<file path="src/rtl/pwm_spi_config_ctrl_pkg.sv">
// Shared definitions for the PWM SPI configuration controller.
// Holds the frame geometry, the register map and the frame-tracking FSM state type.
package pwm_spi_config_ctrl_pkg;

   localparam int unsigned FRAME_BITS_DFLT = 16;
   // R/W bit plus 7 address bits
   localparam int unsigned HDR_BITS        = 8;
   localparam int unsigned NUM_OUT_REGS    = 5;

   localparam int unsigned ADDR_EN_OUT_LO  = 0;
   localparam int unsigned ADDR_EN_OUT_HI  = 1;
   localparam int unsigned ADDR_EN_PWM_LO  = 2;
   localparam int unsigned ADDR_EN_PWM_HI  = 3;
   localparam int unsigned ADDR_DUTY       = 4;

   typedef enum logic [1:0] {
      StWaitIdle,
      StIdle,
      StShift,
      StCommit
   } state_e;

endpackage

</file>
<file path="src/rtl/pwm_spi_config_ctrl_sync.sv">
// spi_sync_edge: SYNC_STAGES-deep synchroniser for an asynchronous input, followed by one
// edge-detect flop. The rise/fall pulses are registered so that they line up with level_o.
// Ports:
//   clk, rst  system clock, synchronous active-high reset
//   d_i       asynchronous input
//   level_o   synchronised level
//   rise_o    one-clk pulse on a synchronised 0->1 transition
//   fall_o    one-clk pulse on a synchronised 1->0 transition
module spi_sync_edge #(
   parameter int unsigned SYNC_STAGES = 2,
   parameter logic        RST_VAL     = 1'b0
) (
   input  logic clk,
   input  logic rst,
   input  logic d_i,
   output logic level_o,
   output logic rise_o,
   output logic fall_o
);

   logic [SYNC_STAGES-1:0] sync_q, sync_d;
   logic                   prev_q, prev_d;
   logic                   rise_q, rise_d;
   logic                   fall_q, fall_d;

   always_comb begin
      sync_d = {sync_q[SYNC_STAGES-2:0], d_i};
      prev_d = sync_q[SYNC_STAGES-1];
      rise_d = sync_q[SYNC_STAGES-1] & ~prev_q;
      fall_d = ~sync_q[SYNC_STAGES-1] & prev_q;
   end

   always_ff @(posedge clk) begin
      if (rst) begin
         sync_q <= {SYNC_STAGES{RST_VAL}};
         prev_q <= RST_VAL;
         rise_q <= 1'b0;
         fall_q <= 1'b0;
      end else begin
         sync_q <= sync_d;
         prev_q <= prev_d;
         rise_q <= rise_d;
         fall_q <= fall_d;
      end
   end

   assign level_o = prev_q;
   assign rise_o  = rise_q;
   assign fall_o  = fall_q;

endmodule

</file>
<file path="src/rtl/pwm_spi_config_ctrl.sv">
// pwm_spi_config_ctrl: SPI-slave (mode 0) owning the PWM peripheral's configuration registers.
// Frames are 1 R/W bit + 7 address bits + 8 data bits, MSB first. Writes commit atomically one
// cycle after chip-select release; reads stream the addressed register out on cipo during the
// second byte.
// Ports:
//   clk, rst             system clock, synchronous active-high reset
//   sclk, ncs, copi      SPI pins from the host (asynchronous)
//   cipo, cipo_oe        SPI readback data and its output enable
//   en_reg_* / pwm_duty_cycle  register outputs 0x00..0x04
//   cfg_update           one-clk pulse per committed write
//   frame_err            one-clk pulse per frame with a bit count other than FRAME_BITS
module pwm_spi_config_ctrl
   import pwm_spi_config_ctrl_pkg::*;
#(
   parameter int unsigned SYNC_STAGES = 2,
   parameter int unsigned NUM_REGS    = 5,
   parameter int unsigned FRAME_BITS  = FRAME_BITS_DFLT
) (
   input  logic       clk,
   input  logic       rst,
   input  logic       sclk,
   input  logic       ncs,
   input  logic       copi,
   output logic       cipo,
   output logic       cipo_oe,
   output logic [7:0] en_reg_out_7_0,
   output logic [7:0] en_reg_out_15_8,
   output logic [7:0] en_reg_pwm_7_0,
   output logic [7:0] en_reg_pwm_15_8,
   output logic [7:0] pwm_duty_cycle,
   output logic       cfg_update,
   output logic       frame_err
);

   localparam int unsigned      CNT_W     = $clog2(FRAME_BITS + 2);
   localparam logic [CNT_W-1:0] CNT_MAX   = CNT_W'(FRAME_BITS + 1);
   localparam logic [CNT_W-1:0] CNT_FULL  = CNT_W'(FRAME_BITS);
   localparam logic [CNT_W-1:0] CNT_HDR   = CNT_W'(HDR_BITS);
   localparam logic [CNT_W-1:0] CNT_FLUSH = CNT_W'(SYNC_STAGES);

   logic sclk_lvl_unused, sclk_rise, sclk_fall;
   logic ncs_lvl, ncs_rise, ncs_fall;

   spi_sync_edge #(.SYNC_STAGES(SYNC_STAGES), .RST_VAL(1'b0)) u_sync_sclk (
      .clk     (clk),
      .rst     (rst),
      .d_i     (sclk),
      .level_o (sclk_lvl_unused),
      .rise_o  (sclk_rise),
      .fall_o  (sclk_fall)
   );

   spi_sync_edge #(.SYNC_STAGES(SYNC_STAGES), .RST_VAL(1'b1)) u_sync_ncs (
      .clk     (clk),
      .rst     (rst),
      .d_i     (ncs),
      .level_o (ncs_lvl),
      .rise_o  (ncs_rise),
      .fall_o  (ncs_fall)
   );

   logic [SYNC_STAGES-1:0] copi_sync_q, copi_sync_d;
   logic                   copi_s;

   state_e                 state_q, state_d;
   logic [CNT_W-1:0]       cnt_q, cnt_d;
   logic [FRAME_BITS-1:0]  sr_q, sr_d;
   logic [7:0]             shadow_q, shadow_d;
   logic                   oe_q, oe_d;
   logic [7:0]             regs_q [NUM_OUT_REGS];
   logic [7:0]             regs_d [NUM_OUT_REGS];
   logic                   cfg_update_q, cfg_update_d;
   logic                   frame_err_q, frame_err_d;

   logic                   fr_rw;
   logic [6:0]             fr_addr, rd_addr;

   assign copi_sync_d = {copi_sync_q[SYNC_STAGES-2:0], copi};
   assign copi_s      = copi_sync_q[SYNC_STAGES-1];

   assign fr_rw   = sr_q[FRAME_BITS-1];
   assign fr_addr = sr_q[FRAME_BITS-2 -: 7];
   // Address as it will stand once the bit now arriving completes the header
   assign rd_addr = {sr_q[5:0], copi_s};

   always_comb begin
      state_d      = state_q;
      cnt_d        = cnt_q;
      sr_d         = sr_q;
      shadow_d     = shadow_q;
      oe_d         = oe_q;
      regs_d       = regs_q;
      cfg_update_d = 1'b0;
      frame_err_d  = 1'b0;

      case (state_q)
         StWaitIdle: begin
            // The counter doubles as a flush timer: the ncs synchroniser resets to "high", so
            // its level is trusted only once the pin value has propagated through it.
            if (cnt_q < CNT_MAX) cnt_d = cnt_q + 1'b1;
            if (cnt_q > CNT_FLUSH && ncs_lvl) begin
               state_d = StIdle;
               cnt_d   = '0;
            end
         end
         StIdle: begin
            if (ncs_fall) begin
               state_d = StShift;
               cnt_d   = '0;
               sr_d    = '0;
            end
         end
         StShift: begin
            if (ncs_rise) begin
               // Also swallows an sclk edge detected in this same cycle
               state_d  = StCommit;
               oe_d     = 1'b0;
               shadow_d = '0;
            end else if (!ncs_lvl) begin
               if (sclk_rise) begin
                  sr_d = {sr_q[FRAME_BITS-2:0], copi_s};
                  if (cnt_q < CNT_MAX) cnt_d = cnt_q + 1'b1;
                  if (cnt_q == CNT_HDR - 1'b1 && !sr_q[6]) begin
                     oe_d     = 1'b1;
                     shadow_d = '0;
                     for (int i = 0; i < int'(NUM_OUT_REGS); i++) begin
                        if (i < int'(NUM_REGS) && rd_addr == 7'(i)) shadow_d = regs_q[i];
                     end
                  end
               end else if (sclk_fall && oe_q && cnt_q > CNT_HDR) begin
                  // The falling edge right after the header is skipped so the MSB is
                  // still on cipo at the next rising edge.
                  shadow_d = {shadow_q[6:0], 1'b0};
               end
            end
         end
         StCommit: begin
            state_d = StIdle;
            if (cnt_q == CNT_FULL) begin
               if (fr_rw) begin
                  for (int i = 0; i < int'(NUM_OUT_REGS); i++) begin
                     if (i < int'(NUM_REGS) && fr_addr == 7'(i)) begin
                        regs_d[i]    = sr_q[7:0];
                        cfg_update_d = 1'b1;
                     end
                  end
               end
            end else begin
               frame_err_d = 1'b1;
            end
         end
         default: state_d = StWaitIdle;
      endcase
   end

   always_ff @(posedge clk) begin
      if (rst) begin
         copi_sync_q  <= '0;
         state_q      <= StWaitIdle;
         cnt_q        <= '0;
         sr_q         <= '0;
         shadow_q     <= '0;
         oe_q         <= 1'b0;
         regs_q       <= '{default: '0};
         cfg_update_q <= 1'b0;
         frame_err_q  <= 1'b0;
      end else begin
         copi_sync_q  <= copi_sync_d;
         state_q      <= state_d;
         cnt_q        <= cnt_d;
         sr_q         <= sr_d;
         shadow_q     <= shadow_d;
         oe_q         <= oe_d;
         regs_q       <= regs_d;
         cfg_update_q <= cfg_update_d;
         frame_err_q  <= frame_err_d;
      end
   end

   assign cipo            = oe_q & shadow_q[7];
   assign cipo_oe         = oe_q;
   assign en_reg_out_7_0  = regs_q[ADDR_EN_OUT_LO];
   assign en_reg_out_15_8 = regs_q[ADDR_EN_OUT_HI];
   assign en_reg_pwm_7_0  = regs_q[ADDR_EN_PWM_LO];
   assign en_reg_pwm_15_8 = regs_q[ADDR_EN_PWM_HI];
   assign pwm_duty_cycle  = regs_q[ADDR_DUTY];
   assign cfg_update      = cfg_update_q;
   assign frame_err       = frame_err_q;

endmodule

</file>
<file path="config.mk">
export PLATFORM = sky130hd
export DESIGN_NAME = pwm_spi_config_ctrl
export DESIGN_NICKNAME = d
export VERILOG_FILES = /design/src/rtl/pwm_spi_config_ctrl_pkg.sv /design/src/rtl/pwm_spi_config_ctrl_sync.sv /design/src/rtl/pwm_spi_config_ctrl.sv
export SDC_FILE = /design/constraint.sdc
export NUM_CORES = 1
export LEC_CHECK = 0
export ABC_CLOCK_PERIOD_IN_PS = 2900
export CAP_MARGIN = 20
export CORE_ASPECT_RATIO = 1.1
export CORE_MARGIN = 2
export CORE_UTILIZATION = 57
export CTS_BUF_LIST = sky130_fd_sc_hd__clkbuf_4 sky130_fd_sc_hd__clkbuf_8
export DETAILED_ROUTE_END_ITERATION = 10
export GPL_TIMING_DRIVEN = 0
export HOLD_SLACK_MARGIN = 0.12
export PLACE_DENSITY = 0.87
export REMOVE_ABC_BUFFERS = 1
export SLEW_MARGIN = 10
export SYNTH_ARGS = -nofsm -noshare
export SYNTH_HDL_FRONTEND = slang
export SYNTH_SLANG_ARGS = --single-unit
</file>
<file path="constraint.sdc">
create_clock -name clk -period 2.9 [get_ports clk]
set_input_delay 0.435 -clock clk [delete_from_list [all_inputs] [get_ports clk]]
set_output_delay 0.435 -clock clk [all_outputs]
set_load 0.05 [all_outputs]
</file>
==> flow_summary.json <==
{
  "power_mw": 2.428,
  "clk_latency_ps": 350,
  "drive_above_1_share_pct": 7.483,
  "cp.arrival_ps": 2900,
  "vias_per_cell": 5.952,
  "crit_chain": "ha_1, or4b_4, or3_4, nor4b_4, mux2i_1, nor2_1",
  "final_common_cell": "dfxtp_1",
  "portBuffers": 48,
  "dr.pass1.iters": 5,
  "start_util_pct": 59.66,
  "synth_area_um2": 3740,
  "placementRows": 30,
  "start_kind": "flop",
  "cp_slowest_cell": "nor4b_4",
  "seq_area_frac_synth_pct": 46.04,
  "powerDensity_nw_per_um2": 547.5,
  "synth_edf_count": 0,
  "wl_per_cell_um": 16.29,
  "diodes": 0,
  "status": "completed",
  "die_area_um2": 7226,
  "placed_area_um2": 4224,
  "dp.final_hpwl_um": 5543,
  "crit_start": "state_q[1]",
  "clk_pin_slew_worst_paths_ps": 90,
  "finalSetupViolCount": 0,
  "die_w_um": 81.23,
  "cts_tree": "done",
  "placed_cells": 503,
  "grt_pass1_wl_um": 13800,
  "antenna_left": 0,
  "synth_top_area_share_pct": 46.04,
  "antenna_found_initial": 0,
  "ctsHoldBuffers": 0,
  "clock.fmax_mhz": 373.3,
  "numCtsBuffers": 9,
  "io_pins": 49,
  "drtIter0Drc": 161,
  "synthToLayoutAreaGrowth_pct": 18.60,
  "cts.htree.levels": 3,
  "synth_warnings": 0,
  "critPathMaxFanout": 8,
  "clockBufferDepth": 2,
  "max_stage_delay_ps": 720,
  "min_path_type": "reg -> reg",
  "synth_cell_type_count": 52,
  "die_h_um": 88.96,
  "p_leak_nw": 1.724,
  "fin_area_um2": 4436,
  "wl_um": 8486,
  "synthTopCellsByArea": "dfxtp_1, mux2i_1, nor2_1",
  "critPathTopFamily": "simple AND/OR/NAND/NOR gates",
  "final_cell_mix": "dfxtp_1, nor2_1, clkdlybuf4s50_1",
  "synthArstFlopShare_pct": 0,
  "drc": 0,
  "fin_cells": 521,
  "grt_max_degree": 49,
  "cp.buffers_inverters": 0,
  "end_kind": "flop",
  "fin_crit_sh_pct": 92.37,
  "crit_type": "reg -> reg",
  "gp_congestion": 0.8267,
  "cts_root_buf": "clkbuf_8",
  "via_count": 3101,
  "finalClockSkew_ps": 9.579,
  "ys_ff_latch": 86,
  "crit_required_ps": 3130,
  "grtUsageTotal_pct": 25.04,
  "yosysTopAreaCell": "dfxtp_1",
  "grt-ovfl-total": 0,
  "cts.sinks": 86,
  "synthCells": 401,
  "vdd_drop_max_uv": 374.6,
  "hold_viol_final": 0,
  "slew_headroom_pct": 33.20,
  "grt_setup_unrepaired": "no",
  "first_global_vias": 2867,
  "worst_pin_slew_ps": 1001,
  "hp-start": "u_sync_sclk.level_o",
  "place_ws_ps": 160.5,
  "period_needed_ps": 2679,
  "reg2reg_from": "state_q[1]",
  "core-area_um2": 6269,
  "final.setup.worst_slack_ps": 221.3,
  "fin_setup_tns_ps": 0,
  "maxCapViolCount": 0,
  "drv_slew": 0,
  "synthFlopType": "dfxtp_1",
  "final_util_pct": 70.76,
  "avgSynthCellArea_um2": 9.326,
  "holdWs_ps": 415.5,
  "nNetsFinal": 449
}
cells by family after synthesis:
group                    after synthesis  share of synthesized area [%]
AND/OR/NAND/NOR                      158                          21.61
multiplexers                          43                          12.21
adder cells (fa/ha/maj)                8                          2.677
buffers and inverters                 36                          4.115
AO/OA/AOI/OAI                         67                          12.65
flip-flops                            86                          46.04
XOR/XNOR                               3                         0.7027
flip-flops by register name, indices dropped and copies added, names as in the netlist, 2 cells and up:
| signal | cells |
|---|---|
| en_reg_pwm_15_8 | 8 |
| sr_q | 16 |
| u_sync_sclk.sync_q | 2 |
| en_reg_out_7_0 | 8 |
| shadow_q | 8 |
| copi_sync_q | 2 |
| pwm_duty_cycle | 8 |
| state_q | 2 |
| u_sync_ncs.sync_q | 2 |
| en_reg_pwm_7_0 | 8 |
| en_reg_out_15_8 | 8 |
| cnt_q | 5 |
cell usage after synthesis (2+ instances only):
library cell and instances:
a21oi_1 10, nor4_1 3, nand3b_1 7, xor2_1 2, buf_2 9, nor2_1 69
a221oi_1 2, nor2b_1 10, and2_1 3, nand2_1 17, nor3b_1 2, or2_2 5
nor3_1 4, o41ai_1 2, o311ai_0 5, and3_1 2, mux2i_1 40, dfxtp_1 86
a22oi_1 16, clkbuf_1 16, a31oi_1 5, mux4_2 2, ha_1 8, a21o_1 7
nand2b_1 6, a211oi_1 3, o21ai_0 7, a311oi_1 2, inv_1 9, nand3_1 20
cell type report:
cell class	instances	area (um^2)
clock buffers	9	123.9
clock inverters	7	72.57
fillers	462	1833
inverters	9	33.78
multi-input cells	279	1873
flip-flops and latches	86	1722
well taps	80	100.1
repair buffers	51	510.5
metal layers:
metal / routed length, um / share of wire [%] / global-route usage, % / up-vias
li1: - / - / - / 1484
met1: 3712 / 44 / 32.58 / 1477
met2: 4078 / 48 / 39.37 / 120
met3: 490 / 5.8 / 6.566 / 20
met4: 204 / 2.4 / 11.25 / 0
met5: 0 / 0 / 0 / -
where the power goes:
part	internal, mW	switching (mW)
clock network	0.399	0.434
logic	0.129	0.208
registers	1.21	0.0478
total	1.74	0.690
path summary, 6_finish.rpt:
path / cells past startpoint / endpoint / slack, ps
worst min register to register: 1 / u_sync_sclk.rise_o / 420
worst max register to register: 6 / en_reg_out_15_8[2] / 220
worst max-delay path: 6 / en_reg_out_15_8[2] / 220
worst min-delay path: 1 / u_sync_sclk.rise_o / 420
timing repair:
item                                   in CTS  in global routing
buffers inserted                            0                  1
resized for setup                           0                  0
setup endpoints to repair                   0                  1
endpoints found under the hold margin       0                  0
No activity file was read; power rests on OpenSTA's default activity.
